==> src/rtl/interp_pkg.sv <==
// Shared constants, state encoding and step-class table for the interpolation sequencer.
// Latency: n/a (types, constants and pure functions only).
// Backpressure: n/a.
package interp_pkg;

    localparam int N_SC     = 12;   // subcarriers per NB-IoT RB, one step each
    localparam int SEL_W    = 3;    // operand-select width
    localparam int IDX_W    = 4;    // subcarrier index width
    localparam int VSHIFT_W = 3;

    // Largest legal NRS frequency shift; 6 and 7 are rejected at start.
    localparam logic [VSHIFT_W-1:0] VSHIFT_MAX = 3'd5;

    // Step counter values with special meaning.
    localparam logic [IDX_W-1:0] K_LAST   = IDX_W'(N_SC - 1);
    localparam logic [IDX_W-1:0] K_EXTRAP = 4'd9;   // steps 9..11 extrapolate from 4E4

    // add2 operand mux select codes.
    localparam logic [SEL_W-1:0] SEL_2E1  = 3'b000;
    localparam logic [SEL_W-1:0] SEL_E1   = 3'b001;
    localparam logic [SEL_W-1:0] SEL_2E2  = 3'b011;
    localparam logic [SEL_W-1:0] SEL_4E4  = 3'b010;
    localparam logic [SEL_W-1:0] SEL_E3   = 3'b110;
    localparam logic [SEL_W-1:0] SEL_REG  = 3'b100;
    localparam logic [SEL_W-1:0] SEL_ZERO = 3'b111;

    typedef enum logic [1:0] {
        ST_IDLE = 2'd0,
        ST_LOAD = 2'd1,
        ST_RUN  = 2'd2,
        ST_DONE = 2'd3
    } state_t;

    typedef struct packed {
        logic [SEL_W-1:0] sel_a;
        logic [SEL_W-1:0] sel_b;
        logic             reg_en;
    } step_ctl_t;

    // Step class table, indexed by k mod 3. Class 0 reloads the shared
    // register; classes 1 and 2 add the register contents to a new operand.
    function automatic step_ctl_t class_ctl(input logic [1:0] cls);
        step_ctl_t ctl;
        case (cls)
            2'd0:    ctl = '{sel_a: SEL_E1,  sel_b: SEL_ZERO, reg_en: 1'b1};
            2'd1:    ctl = '{sel_a: SEL_2E1, sel_b: SEL_REG,  reg_en: 1'b0};
            2'd2:    ctl = '{sel_a: SEL_2E2, sel_b: SEL_REG,  reg_en: 1'b0};
            default: ctl = '{sel_a: SEL_ZERO, sel_b: SEL_ZERO, reg_en: 1'b0};
        endcase
        return ctl;
    endfunction

    // (k + v_shift) mod N_SC; the sum never exceeds 11 + 5, so one
    // conditional subtract is enough.
    function automatic logic [IDX_W-1:0] wrap_idx(input logic [IDX_W-1:0]    k,
                                                   input logic [VSHIFT_W-1:0] vs);
        logic [IDX_W:0] sum;
        sum = {1'b0, k} + {2'b00, vs};
        if (sum >= (IDX_W+1)'(N_SC)) begin
            sum = sum - (IDX_W+1)'(N_SC);
        end
        return sum[IDX_W-1:0];
    endfunction

endpackage

==> src/rtl/interp_seq_ctrl_if.sv <==
// Handshake/control bundle between the interpolation sequencer and its neighbours.
// Latency: n/a (wires only).
// Backpressure: out_ready from the estimate buffer side stalls the current step.
// Ports: start/v_shift/out_ready into the sequencer; sel_a/sel_b/reg_en/out_valid/
//        sc_idx/busy/done/cfg_err out of it. slave = sequencer, master = its driver.
interface interp_seq_ctrl_if;
    import interp_pkg::*;

    logic                start;
    logic [VSHIFT_W-1:0] v_shift;
    logic                out_ready;
    logic [SEL_W-1:0]    sel_a;
    logic [SEL_W-1:0]    sel_b;
    logic                reg_en;
    logic                out_valid;
    logic [IDX_W-1:0]    sc_idx;
    logic                busy;
    logic                done;
    logic                cfg_err;

    modport master (
        output start, v_shift, out_ready,
        input  sel_a, sel_b, reg_en, out_valid, sc_idx, busy, done, cfg_err
    );

    modport slave (
        input  start, v_shift, out_ready,
        output sel_a, sel_b, reg_en, out_valid, sc_idx, busy, done, cfg_err
    );

endinterface

==> src/rtl/interp_step_rom.sv <==
// Step decode: step index k -> operand selects and shared-register load enable.
// Latency: combinational.
// Backpressure: none; the caller decides when k advances.
// Ports: k (step index) in; sel_a, sel_b, reg_en out.
module interp_step_rom
    import interp_pkg::*;
(
    input  logic [IDX_W-1:0] k,
    output logic [SEL_W-1:0] sel_a,
    output logic [SEL_W-1:0] sel_b,
    output logic             reg_en
);

    logic [1:0] cls;
    step_ctl_t  ctl;

    always_comb begin
        cls    = 2'(k % IDX_W'(3));
        ctl    = class_ctl(cls);
        sel_a  = ctl.sel_a;
        sel_b  = ctl.sel_b;
        reg_en = ctl.reg_en;
        // The last pilot interval has no E5 to interpolate towards, so the
        // tail steps extrapolate from 4E4 while keeping the class b/reg_en.
        if (k >= K_EXTRAP) begin
            sel_a = SEL_4E4;
        end
    end

endmodule

==> src/rtl/interp_seq_ctrl.sv <==
// Interpolation sequencer: latch v_shift, prime the 2E register, walk 12 subcarrier steps.
// Latency: start -> LOAD next cycle, first valid step 2 cycles after start, done 14 with no stall.
// Backpressure: out_ready=0 holds every output (reg_en forced low) until the step is accepted.
// Ports: clk, rst (sync, active-low); bus (slave): start, v_shift, out_ready in;
//        sel_a, sel_b, reg_en, out_valid, sc_idx, busy, done, cfg_err out (all registered).
module interp_seq_ctrl
    import interp_pkg::*;
(
    input  logic              clk,
    input  logic              rst,
    interp_seq_ctrl_if.slave  bus
);

    state_t              state_q, state_d;
    logic [IDX_W-1:0]    k_q, k_d;
    logic [VSHIFT_W-1:0] vs_q, vs_d;

    logic [SEL_W-1:0]    sel_a_q, sel_a_d;
    logic [SEL_W-1:0]    sel_b_q, sel_b_d;
    logic                reg_en_q, reg_en_d;
    logic                out_valid_q, out_valid_d;
    logic [IDX_W-1:0]    sc_idx_q, sc_idx_d;
    logic                busy_q, busy_d;
    logic                done_q, done_d;
    logic                cfg_err_q, cfg_err_d;

    // Outputs are registered, so the ROM is addressed with the step that
    // will be presented next: step 0 while in LOAD, k+1 while in RUN.
    logic [IDX_W-1:0]    rom_k;
    logic [SEL_W-1:0]    rom_sel_a;
    logic [SEL_W-1:0]    rom_sel_b;
    logic                rom_reg_en;
    logic                accept;

    always_comb begin
        rom_k = '0;
        if (state_q == ST_RUN) begin
            rom_k = k_q + 1'b1;
        end
    end

    interp_step_rom u_step_rom (
        .k      (rom_k),
        .sel_a  (rom_sel_a),
        .sel_b  (rom_sel_b),
        .reg_en (rom_reg_en)
    );

    assign accept = out_valid_q && bus.out_ready;

    always_comb begin
        state_d     = state_q;
        k_d         = k_q;
        vs_d        = vs_q;
        sel_a_d     = SEL_ZERO;
        sel_b_d     = SEL_ZERO;
        reg_en_d    = 1'b0;
        out_valid_d = 1'b0;
        sc_idx_d    = sc_idx_q;
        busy_d      = 1'b0;
        done_d      = 1'b0;
        cfg_err_d   = 1'b0;

        case (state_q)
            ST_IDLE: begin
                if (bus.start) begin
                    if (bus.v_shift <= VSHIFT_MAX) begin
                        state_d  = ST_LOAD;
                        vs_d     = bus.v_shift;
                        k_d      = '0;
                        // Prime the shared register with 2E1.
                        sel_a_d  = SEL_2E1;
                        reg_en_d = 1'b1;
                        busy_d   = 1'b1;
                    end else begin
                        cfg_err_d = 1'b1;
                    end
                end
            end

            ST_LOAD: begin
                state_d     = ST_RUN;
                k_d         = '0;
                sel_a_d     = rom_sel_a;
                sel_b_d     = rom_sel_b;
                reg_en_d    = rom_reg_en;
                out_valid_d = 1'b1;
                sc_idx_d    = wrap_idx(rom_k, vs_q);
                busy_d      = 1'b1;
            end

            ST_RUN: begin
                busy_d = 1'b1;
                if (accept) begin
                    if (k_q == K_LAST) begin
                        state_d = ST_DONE;
                        done_d  = 1'b1;
                    end else begin
                        k_d         = rom_k;
                        sel_a_d     = rom_sel_a;
                        sel_b_d     = rom_sel_b;
                        reg_en_d    = rom_reg_en;
                        out_valid_d = 1'b1;
                        sc_idx_d    = wrap_idx(rom_k, vs_q);
                    end
                end else begin
                    // Hold the step; a repeated register load would corrupt
                    // the accumulated 2E value, so reg_en drops while stalled.
                    sel_a_d     = sel_a_q;
                    sel_b_d     = sel_b_q;
                    out_valid_d = 1'b1;
                end
            end

            ST_DONE: begin
                // start is deliberately ignored here.
                state_d = ST_IDLE;
            end

            default: begin
                state_d = ST_IDLE;
            end
        endcase
    end

    always_ff @(posedge clk) begin
        if (!rst) begin
            state_q     <= ST_IDLE;
            k_q         <= '0;
            vs_q        <= '0;
            sel_a_q     <= SEL_ZERO;
            sel_b_q     <= SEL_ZERO;
            reg_en_q    <= 1'b0;
            out_valid_q <= 1'b0;
            sc_idx_q    <= '0;
            busy_q      <= 1'b0;
            done_q      <= 1'b0;
            cfg_err_q   <= 1'b0;
        end else begin
            state_q     <= state_d;
            k_q         <= k_d;
            vs_q        <= vs_d;
            sel_a_q     <= sel_a_d;
            sel_b_q     <= sel_b_d;
            reg_en_q    <= reg_en_d;
            out_valid_q <= out_valid_d;
            sc_idx_q    <= sc_idx_d;
            busy_q      <= busy_d;
            done_q      <= done_d;
            cfg_err_q   <= cfg_err_d;
        end
    end

    assign bus.sel_a     = sel_a_q;
    assign bus.sel_b     = sel_b_q;
    assign bus.reg_en    = reg_en_q;
    assign bus.out_valid = out_valid_q;
    assign bus.sc_idx    = sc_idx_q;
    assign bus.busy      = busy_q;
    assign bus.done      = done_q;
    assign bus.cfg_err   = cfg_err_q;

endmodule

==> src/flat_wrapper.sv <==
// flat-port wrapper written by rule: the top's interface ports become plain ports
module interp_seq_ctrl_flat import interp_pkg::*;
  (clk, rst, bus_start, bus_v_shift, bus_out_ready, bus_sel_a, bus_sel_b, bus_reg_en, bus_out_valid, bus_sc_idx, bus_busy, bus_done, bus_cfg_err);
  interp_seq_ctrl_if bus_i ();
  input  logic clk;
  input  logic rst;
  input wire logic [$bits(bus_i.start)-1:0] bus_start;
  input wire logic [$bits(bus_i.v_shift)-1:0] bus_v_shift;
  input wire logic [$bits(bus_i.out_ready)-1:0] bus_out_ready;
  output wire logic [$bits(bus_i.sel_a)-1:0] bus_sel_a;
  output wire logic [$bits(bus_i.sel_b)-1:0] bus_sel_b;
  output wire logic [$bits(bus_i.reg_en)-1:0] bus_reg_en;
  output wire logic [$bits(bus_i.out_valid)-1:0] bus_out_valid;
  output wire logic [$bits(bus_i.sc_idx)-1:0] bus_sc_idx;
  output wire logic [$bits(bus_i.busy)-1:0] bus_busy;
  output wire logic [$bits(bus_i.done)-1:0] bus_done;
  output wire logic [$bits(bus_i.cfg_err)-1:0] bus_cfg_err;
  assign bus_i.start = bus_start;
  assign bus_i.v_shift = bus_v_shift;
  assign bus_i.out_ready = bus_out_ready;
  assign bus_sel_a = bus_i.sel_a;
  assign bus_sel_b = bus_i.sel_b;
  assign bus_reg_en = bus_i.reg_en;
  assign bus_out_valid = bus_i.out_valid;
  assign bus_sc_idx = bus_i.sc_idx;
  assign bus_busy = bus_i.busy;
  assign bus_done = bus_i.done;
  assign bus_cfg_err = bus_i.cfg_err;
  interp_seq_ctrl u_core (.clk(clk), .rst(rst), .bus(bus_i));
endmodule
==> config.mk <==
export PLATFORM = sky130hd
export DESIGN_NAME = interp_seq_ctrl_flat
export DESIGN_NICKNAME = d
export VERILOG_FILES = /design/src/rtl/interp_pkg.sv /design/src/rtl/interp_seq_ctrl_if.sv /design/src/rtl/interp_step_rom.sv /design/src/rtl/interp_seq_ctrl.sv /design/src/flat_wrapper.sv
export SDC_FILE = /design/constraint.sdc
export NUM_CORES = 1
export LEC_CHECK = 0
export BUFFER_PORTS_ARGS = -buffer_cell sky130_fd_sc_hd__buf_4
export CAP_MARGIN = 0
export CORE_MARGIN = 8
export CORE_UTILIZATION = 30
export CTS_CLUSTER_DIAMETER = 40
export CTS_CLUSTER_SIZE = 30
export DETAILED_ROUTE_END_ITERATION = 10
export PLACE_DENSITY = 0.49
export SETUP_SLACK_MARGIN = 0.3
export SYNTH_ARGS = -nofsm -noshare
export SYNTH_HDL_FRONTEND = slang
export SYNTH_SLANG_ARGS = --single-unit
export TNS_END_PERCENT = 50
==> constraint.sdc <==
create_clock -name clk -period 4.52 [get_ports clk]
set_input_delay 0 -clock clk [delete_from_list [all_inputs] [get_ports clk]]
set_output_delay 0 -clock clk [all_outputs]
set_load 0.02 [all_outputs]
== After elaboration in Yosys (flattened, before gate mapping) ==
Index checks and enable logic that the tools add are counted.

* Register bits: 24
* Bits of input ports: 7
* Output and inout bits: 15

* Add/sub/neg operators: 3
* Divide/modulo/power cells: 1
* Magnitude comparators: 3
* Equality and inequality tests: 11
* Mux-type cells: 36
* Reductions and logical operators: 12

{| class="wikitable"
|+ Operator list
! cell !! count
|-
| $mux W4 || 8
|-
| $mux W3 || 7
|-
| $pmux W7 S3 || 1
|-
| $pmux W4 S3 || 1
|-
| $reduce_and A3 Y1 || 4
|-
| $pmux W3 S3 || 1
|-
| $mux W1 || 8
|-
| $mux W2 || 4
|-
| $pmux W2 S4 || 1
|-
| $pmux W4 S2 || 1
|-
| $eq A2 B2 Y1 const B || 3
|-
| $ne A2 B2 Y1 const B || 3
|-
| $pmux W3 S2 || 1
|-
| $add A4 B3 Y5 || 1
|-
| $ge A5 B4 Y1 const B || 1
|-
| $reduce_and A5 Y1 || 1
|-
| $add A4 B1 Y4 const B || 1
|-
| $eq A2 B1 Y1 const B || 2
|-
| $eq A4 B4 Y1 const B || 1
|-
| $ge A4 B4 Y1 const B || 1
|-
| $logic_not A2 Y1 || 2
|-
| $mod A4 B2 Y4 const B || 1
|-
| $ne A2 B1 Y1 const B || 2
|-
| $pmux W1 S2 || 2
|-
| 8 further kinds || 8
|}

== Depth between registers and ports, before layout ==
* Word-level depth: 9
* Mapped depth: 19
* Gate-level depth less buffers: 18

== Hierarchy ==
A second synthesis with hierarchy kept.

* Cells, all modules: 192
* Area total of the unflattened synthesis: 1,637.8 µm²

{| class="wikitable"
|+ By module, submodules not included
! module !! times used !! cells an instance !! area an instance (µm²) !! seq. area each (µm²)
|-
| interp_seq_ctrl || 1 || 157 || 1,341.3 || 480.5
|-
| interp_step_rom || 1 || 35 || 296.5 || 0.0
|}

== Worst setup path before layout ==
No wires, ideal clock.

* Path type: register -> register
* Start: reg u_core.state_q[0]
* End: reg u_core.sel_a_q[1] (netlist: u_core.bus.sel_a[1])
* Setup time: 126 ps
* Arrival time: 3,086 ps
* Path slack: 1,308 ps
* Stages on the path, launching flop included: 19
* Buffers on the path: 2
* Clock period less this slack: 3,212 ps
* Cells stage by stage: dfxtp_1 > inv_1 > ha_1 > clkbuf_1 > clkbuf_1 > o21a_1 > ha_1 > inv_1 > ha_1 > o21ai_0 > ha_1 > inv_1 > o31a_4 > mux2_4 > ha_1 > o22ai_1 > and4b_1 > o2bb2ai_1 > nand2_1

* Word-level cells in the longest chain between the ends: 9
* Elaborated cells between the ends (all ways): 15
* Those cells by class: div: 1; order compare: 1; eq/ne: 5; mux: 6; reduce/logical: 2

{| class="wikitable"
|+ RTL lines
! element !! line !! text
|-
| start, declared || interp_seq_ctrl.sv:14 || <nowiki>state_t state_q, state_d;</nowiki>
|-
| start signal, assigned || interp_seq_ctrl.sv:140 || <nowiki>state_q <= state_d;</nowiki>
|-
| $eq A2 B2 Y1 || interp_seq_ctrl.sv:37, interp_seq_ctrl.sv:64 ||
|-
| $mux W4 || interp_seq_ctrl.sv:37 || <nowiki>if (state_q == ST_RUN) begin</nowiki>
|-
| $mod A4 B2 Y4 || interp_step_rom.sv:18 || <nowiki>cls = 2'(k % IDX_W'(3));</nowiki>
|-
| $eq A2 B2 Y1, or another cell as far along || interp_pkg.sv:44 || <nowiki>case (cls)</nowiki>
|-
| $pmux W7 S3 || interp_pkg.sv:44 ||
|-
| $mux W3 || interp_step_rom.sv:25 || <nowiki>if (k >= K_EXTRAP) begin</nowiki>
|-
| $mux W3 || interp_seq_ctrl.sv:95 || <nowiki>if (k_q == K_LAST) begin</nowiki>
|-
| $mux W3 || interp_seq_ctrl.sv:94 || <nowiki>if (accept) begin</nowiki>
|-
| $pmux W3 S3 || interp_seq_ctrl.sv:64 || <nowiki>case (state_q)</nowiki>
|-
| end signal, assigned || interp_seq_ctrl.sv:143 || <nowiki>sel_a_q <= sel_a_d;</nowiki>
|-
| end, declared || interp_seq_ctrl.sv:18 || <nowiki>logic [SEL_W-1:0] sel_a_q, sel_a_d;</nowiki>
|}

Several ways; a longest one is shown, not always the timed one. The select of a mux whose other input is x is not followed.
A chain may end at the register's enable or synchronous reset.

== Worst setup path after layout ==
* Start: reg u_core.state_q[0]
* End: reg u_core.sc_idx_q[2] (netlist: u_core.bus.sc_idx[2])

* Word-level cells in the longest chain between the ends: 8
* Elaborated cells between the ends (all ways): 14
* Those cells by class: add/sub: 2; order compare: 1; eq/ne: 4; mux: 5; reduce/logical: 2

{| class="wikitable"
|+ RTL lines
! element !! line !! text
|-
| $eq A2 B2 Y1 || interp_seq_ctrl.sv:37, interp_seq_ctrl.sv:64 ||
|-
| $mux W4 || interp_seq_ctrl.sv:37 ||
|-
| $add A4 B3 Y5 || interp_pkg.sv:58 || <nowiki>sum = {1'b0, k} + {2'b00, vs};</nowiki>
|-
| $sub A4 B4 Y4 / $ge A5 B4 Y1 (equally long branches) || interp_pkg.sv:60, interp_pkg.sv:59 ||
|-
| $mux W4 || interp_pkg.sv:59 || <nowiki>if (sum >= (IDX_W+1)'(N_SC)) begin</nowiki>
|-
| $mux W4 || interp_seq_ctrl.sv:95 ||
|-
| $mux W4 || interp_seq_ctrl.sv:94 ||
|-
| $pmux W4 S2 || interp_seq_ctrl.sv:64 ||
|-
| end signal, assigned || interp_seq_ctrl.sv:147 || <nowiki>sc_idx_q <= sc_idx_d;</nowiki>
|-
| end, declared || interp_seq_ctrl.sv:22 || <nowiki>logic [IDX_W-1:0] sc_idx_q, sc_idx_d;</nowiki>
|}

Several ways; a longest one is shown, not always the timed one. The select of a mux whose other input is x is not followed.

==> impl_metrics.xml <==
<?xml version="1.0" encoding="UTF-8"?>
<metrics>
  <group name="worst_setup_path">
    <metric name="worstPathBufferInverterCount" unit="">2</metric>
    <metric name="crit_slowest_cell" unit="">or4b_2</metric>
    <metric name="worst_setup_path_end_kind" unit="">flip-flop</metric>
    <metric name="critPathKind" unit="">flip-flop to flip-flop</metric>
    <metric name="worstPathArrival" unit="ns">3.66</metric>
    <metric name="cp_cell_instances" unit="">inv_1 &gt; ha_1 &gt; nor2b_1 &gt; ha_1 &gt; fa_1 &gt; xnor2_1 &gt; inv_1 &gt; ha_1 &gt; nor3b_1 &gt; or4b_2 &gt; a21oi_1 &gt; a221oi_1 &gt; a21oi_1</metric>
    <metric name="cp_max_fo" unit="">9</metric>
    <metric name="most_frequent_cell_on_critical_path" unit="">ha_1</metric>
    <metric name="critical_path.startpoint_type" unit="">flip-flop</metric>
    <metric name="crit_family" unit="">simple AND/OR/NAND/NOR gates</metric>
    <metric name="rrSetupSlack" unit="ns">1.07</metric>
    <metric name="worst-endpoint-required" unit="ns">4.72</metric>
    <metric name="slowest_delay" unit="ns">0.61</metric>
  </group>
  <group name="floorplanning">
    <metric name="dieHeight" unit="um">88.6</metric>
    <metric name="die_x" unit="um">88.6</metric>
    <metric name="rows" unit="">26</metric>
    <metric name="boundaryPins" unit="">22</metric>
    <metric name="core-area" unit="um2">5110</metric>
    <metric name="initial_core_util" unit="%">30.9</metric>
    <metric name="die-area" unit="um2">7840</metric>
  </group>
  <group name="power_and_ir_drop">
    <metric name="worst_ir_drop_vdd" unit="mV">0.291</metric>
    <metric name="netSwitchingFraction" unit="%">40.0</metric>
    <metric name="portion_of_total_power_attributed_to_combinational_logic" unit="%">48.7</metric>
    <metric name="power_report.internal_total" unit="uW">548</metric>
    <metric name="cellLeakagePower" unit="nW">0.858</metric>
    <metric name="power.switching" unit="uW">366</metric>
    <metric name="power.density_cell_area" unit="nW/um2">490</metric>
    <metric name="proportion_of_power_drawn_by_the_clock_network" unit="%">20.7</metric>
    <metric name="power_frac_seq" unit="%">30.6</metric>
  </group>
  <group name="route">
    <metric name="first_pass_iters" unit="">4</metric>
    <metric name="drt_wl_total" unit="um">3410</metric>
    <metric name="vias_per_cell" unit="">4.66</metric>
    <metric name="num_vias" unit="">1254</metric>
    <metric name="post_drt_wl_per_cell" unit="um">12.7</metric>
    <metric name="post-route-drc-count" unit="">0</metric>
    <metric name="dr.first_iter.drc_count" unit="">55</metric>
    <metric name="antenna_violating_nets_post_route" unit="">0</metric>
  </group>
  <group name="global_routing">
    <metric name="global_route.overflow_total" unit="">0</metric>
    <metric name="antenna_found_initial" unit="">0</metric>
    <metric name="grt_pass1_vias" unit="">1257</metric>
    <metric name="globalRouteTotalUtil" unit="%">9.68</metric>
    <metric name="first_pass_grt_wire_length" unit="um">6000</metric>
    <metric name="pin_count_of_the_biggest_net_entering_global_routing" unit="">23</metric>
  </group>
  <group name="logic_synthesis">
    <metric name="syn_area_per_cell" unit="um2">8.72</metric>
    <metric name="synth_most_common_cell" unit="">dfxtp_1</metric>
    <metric name="synth_top_area_share" unit="%">27.9</metric>
    <metric name="synth_edf_count" unit="">0</metric>
    <metric name="synth_largest_area_cell" unit="">dfxtp_1</metric>
    <metric name="syn_inst_count" unit="">181</metric>
    <metric name="synth-main-ff-cell" unit="">dfxtp_1</metric>
    <metric name="ys_types" unit="">46</metric>
    <metric name="synthesis.area" unit="um2">1580</metric>
    <metric name="synth_fp_nets" unit="">205</metric>
    <metric name="ys_async_sr_fraction" unit="%">0</metric>
    <metric name="yosys_warnings" unit="">0</metric>
    <metric name="netlist_top_cells_count" unit="">dfxtp_1 (22), nand2_1 (17), ha_1 (16), o21ai_0 (12)</metric>
    <metric name="synth_sequential_area_ratio" unit="%">27.9</metric>
    <metric name="ys_ff_latch" unit="">22</metric>
    <metric name="ys_top_cells_by_area" unit="">dfxtp_1 (28%), ha_1 (13%), mux2i_1 (5.1%)</metric>
  </group>
  <group name="placement">
    <metric name="pre_cts_slack" unit="ns">1.09</metric>
    <metric name="hpwl" unit="um">2600</metric>
    <metric name="dpl-instance-area" unit="um2">1760</metric>
    <metric name="io_buffers" unit="">20</metric>
    <metric name="gp_congestion" unit="">0.732</metric>
  </group>
  <group name="cells_and_area">
    <metric name="n_fill_cell" unit="">550</metric>
    <metric name="nNetsFinal" unit="">224</metric>
    <metric name="multi_input_comb_area" unit="um2">1040</metric>
    <metric name="postLayoutCellArea" unit="um2">1860</metric>
    <metric name="final_core_util" unit="%">36.5</metric>
    <metric name="antennaDiodeCount" unit="">0</metric>
    <metric name="sequential_cell_area" unit="um2">440</metric>
    <metric name="synthToLayoutAreaGrowth" unit="%">18.1</metric>
    <metric name="layout-drive-gt1-share" unit="%">17.1</metric>
  </group>
  <group name="sta">
    <metric name="skew" unit="ns">0.00210</metric>
    <metric name="rsz0062_at_grt" unit="">false</metric>
    <metric name="slew_viol_final" unit="">0</metric>
    <metric name="finalWorstSetupSlack" unit="ns">1.07</metric>
    <metric name="finalWorstPathRequiredPeriod" unit="ns">3.45</metric>
    <metric name="max_clock_freq" unit="MHz">290</metric>
    <metric name="finalHoldViolations" unit="">0</metric>
    <metric name="tns" unit="ns">0</metric>
    <metric name="share_of_the_clock_period_used_by_the_worst_path_after_layout" unit="%">76.4</metric>
    <metric name="timing.hold.ws" unit="ns">0.00660</metric>
    <metric name="finalSetupViolations" unit="">0</metric>
  </group>
  <group name="run_status">
    <metric name="result_of_the_run" unit="">finished, final reports clean</metric>
  </group>
  <group name="clock_network">
    <metric name="root_buffer" unit="">clkbuf_8</metric>
    <metric name="clock_latency" unit="ns">0.27</metric>
    <metric name="postCtsSetupRepairBufs" unit="">0</metric>
    <metric name="total_clock_buffers_created_by_cts" unit="">3</metric>
    <metric name="clkSlewWorstSetupHoldPaths" unit="ns">0.09</metric>
    <metric name="clock_tree_from_tritoncts" unit="">yes</metric>
    <metric name="clock-sinks" unit="">22</metric>
    <metric name="htreeDepth" unit="">1</metric>
    <metric name="cts-root-to-sink-buffers" unit="">2</metric>
  </group>
  <group name="flow_run">
    <metric name="max-cap-violations" unit="">0</metric>
  </group>
  <group name="worst_hold_path">
    <metric name="min-delay-path-class" unit="">input port to flip-flop</metric>
  </group>
</metrics>
[per-layer routing]
metal	vias to the layer above	GRT usage, %	routed length (um)
met5	-	0	0
li1	661	-	-
met3	2	2.69	141
met4	0	2.30	21
met2	23	15.2	1510
met1	568	12.7	1740
[kinds of logic after synthesis]
group / Yosys count / synth area share (%)
muxes: 10 / 7.45
AOI/OAI and AO/OA: 38 / 16.1
adders and majority gates: 17 / 13.9
other: 1 / 0.237
xor gates and xnor gates: 9 / 4.99
DFF: 22 / 27.9
buffers and inverters: 19 / 6.02
and+or+nand+nor: 65 / 23.4
[worst register-to-register path, delay by kind of cell (launching register included)]
kind | cells | cell delay [ns]
fa+ha+maj | 4 | 1.10
simple gates | 3 | 1.23
flops | 1 | 0.34
compound gates | 3 | 0.38
xor+xnor | 1 | 0.16
buf+inv | 2 | 0.19
[power groups by stage]
stage,logic (mW),registers [mW],clock network (mW)
2_1_floorplan,0.268,0.325,0
3_3_place_gp,0.453,0.283,0
3_5_place_dp,0.445,0.284,0
4_1_cts,0.450,0.281,0.198
5_1_grt,0.501,0.287,0.202
6_report,0.445,0.280,0.189
[registers in the layout (all words and copies together), names as in the netlist, 2 cells and up]
signal / count
u_core.state_q: 2
u_core.k_q: 4
u_core.vs_q: 3
u_core.bus.sc_idx: 4
u_core.bus.sel_a: 3
[final cells by class]
| cell class | instances | share of cell area [%] |
|---|---|---|
| clock buffer | 3 | 2.21 |
| clock inverter | 1 | 1.61 |
| inverter | 9 | 1.81 |
| multi-input combinational | 140 | 56.0 |
| sequential | 22 | 23.6 |
| tap | 70 | 4.70 |
| timing repair buffer | 24 | 10.1 |
[what timing repair did]
item / CTS / global route
resized for setup: 0 / 0
hold endpoints to repair: 3 / 0
hold buffers: 3 / 0
[layout by cell type (no fill, tap or decap), drive strengths merged, types with 7 or more instances in the layout]
| cell type | count |
|---|---|
| a21oi | 8 |
| buf | 21 |
| dfxtp | 22 |
| ha | 16 |
| inv | 9 |
| mux2i | 9 |
| nand2 | 17 |
| nor2 | 7 |
| nor2b | 9 |
| o21ai | 13 |
[path summary, 6_finish.rpt]
kind / start / cells after the start / endpoint
setup / recovery: u_core.state_q[0] / 13 / u_core.bus.sc_idx[2]
hold / removal: bus_v_shift[1] / 3 / u_core.vs_q[1]
setup reg to reg: u_core.state_q[0] / 13 / u_core.bus.sc_idx[2]
hold reg to reg: u_core.bus.sc_idx[1] / 2 / u_core.bus.sc_idx[1]
[through the flow]
stage                     std cells  total power [mW]
final                           269             0.914
after detailed placement        262             0.728
after global routing            269             0.990
after CTS                       269             0.928
after floorplan                 181             0.592
after global placement          262             0.737
(Power assumes the default switching activity.)
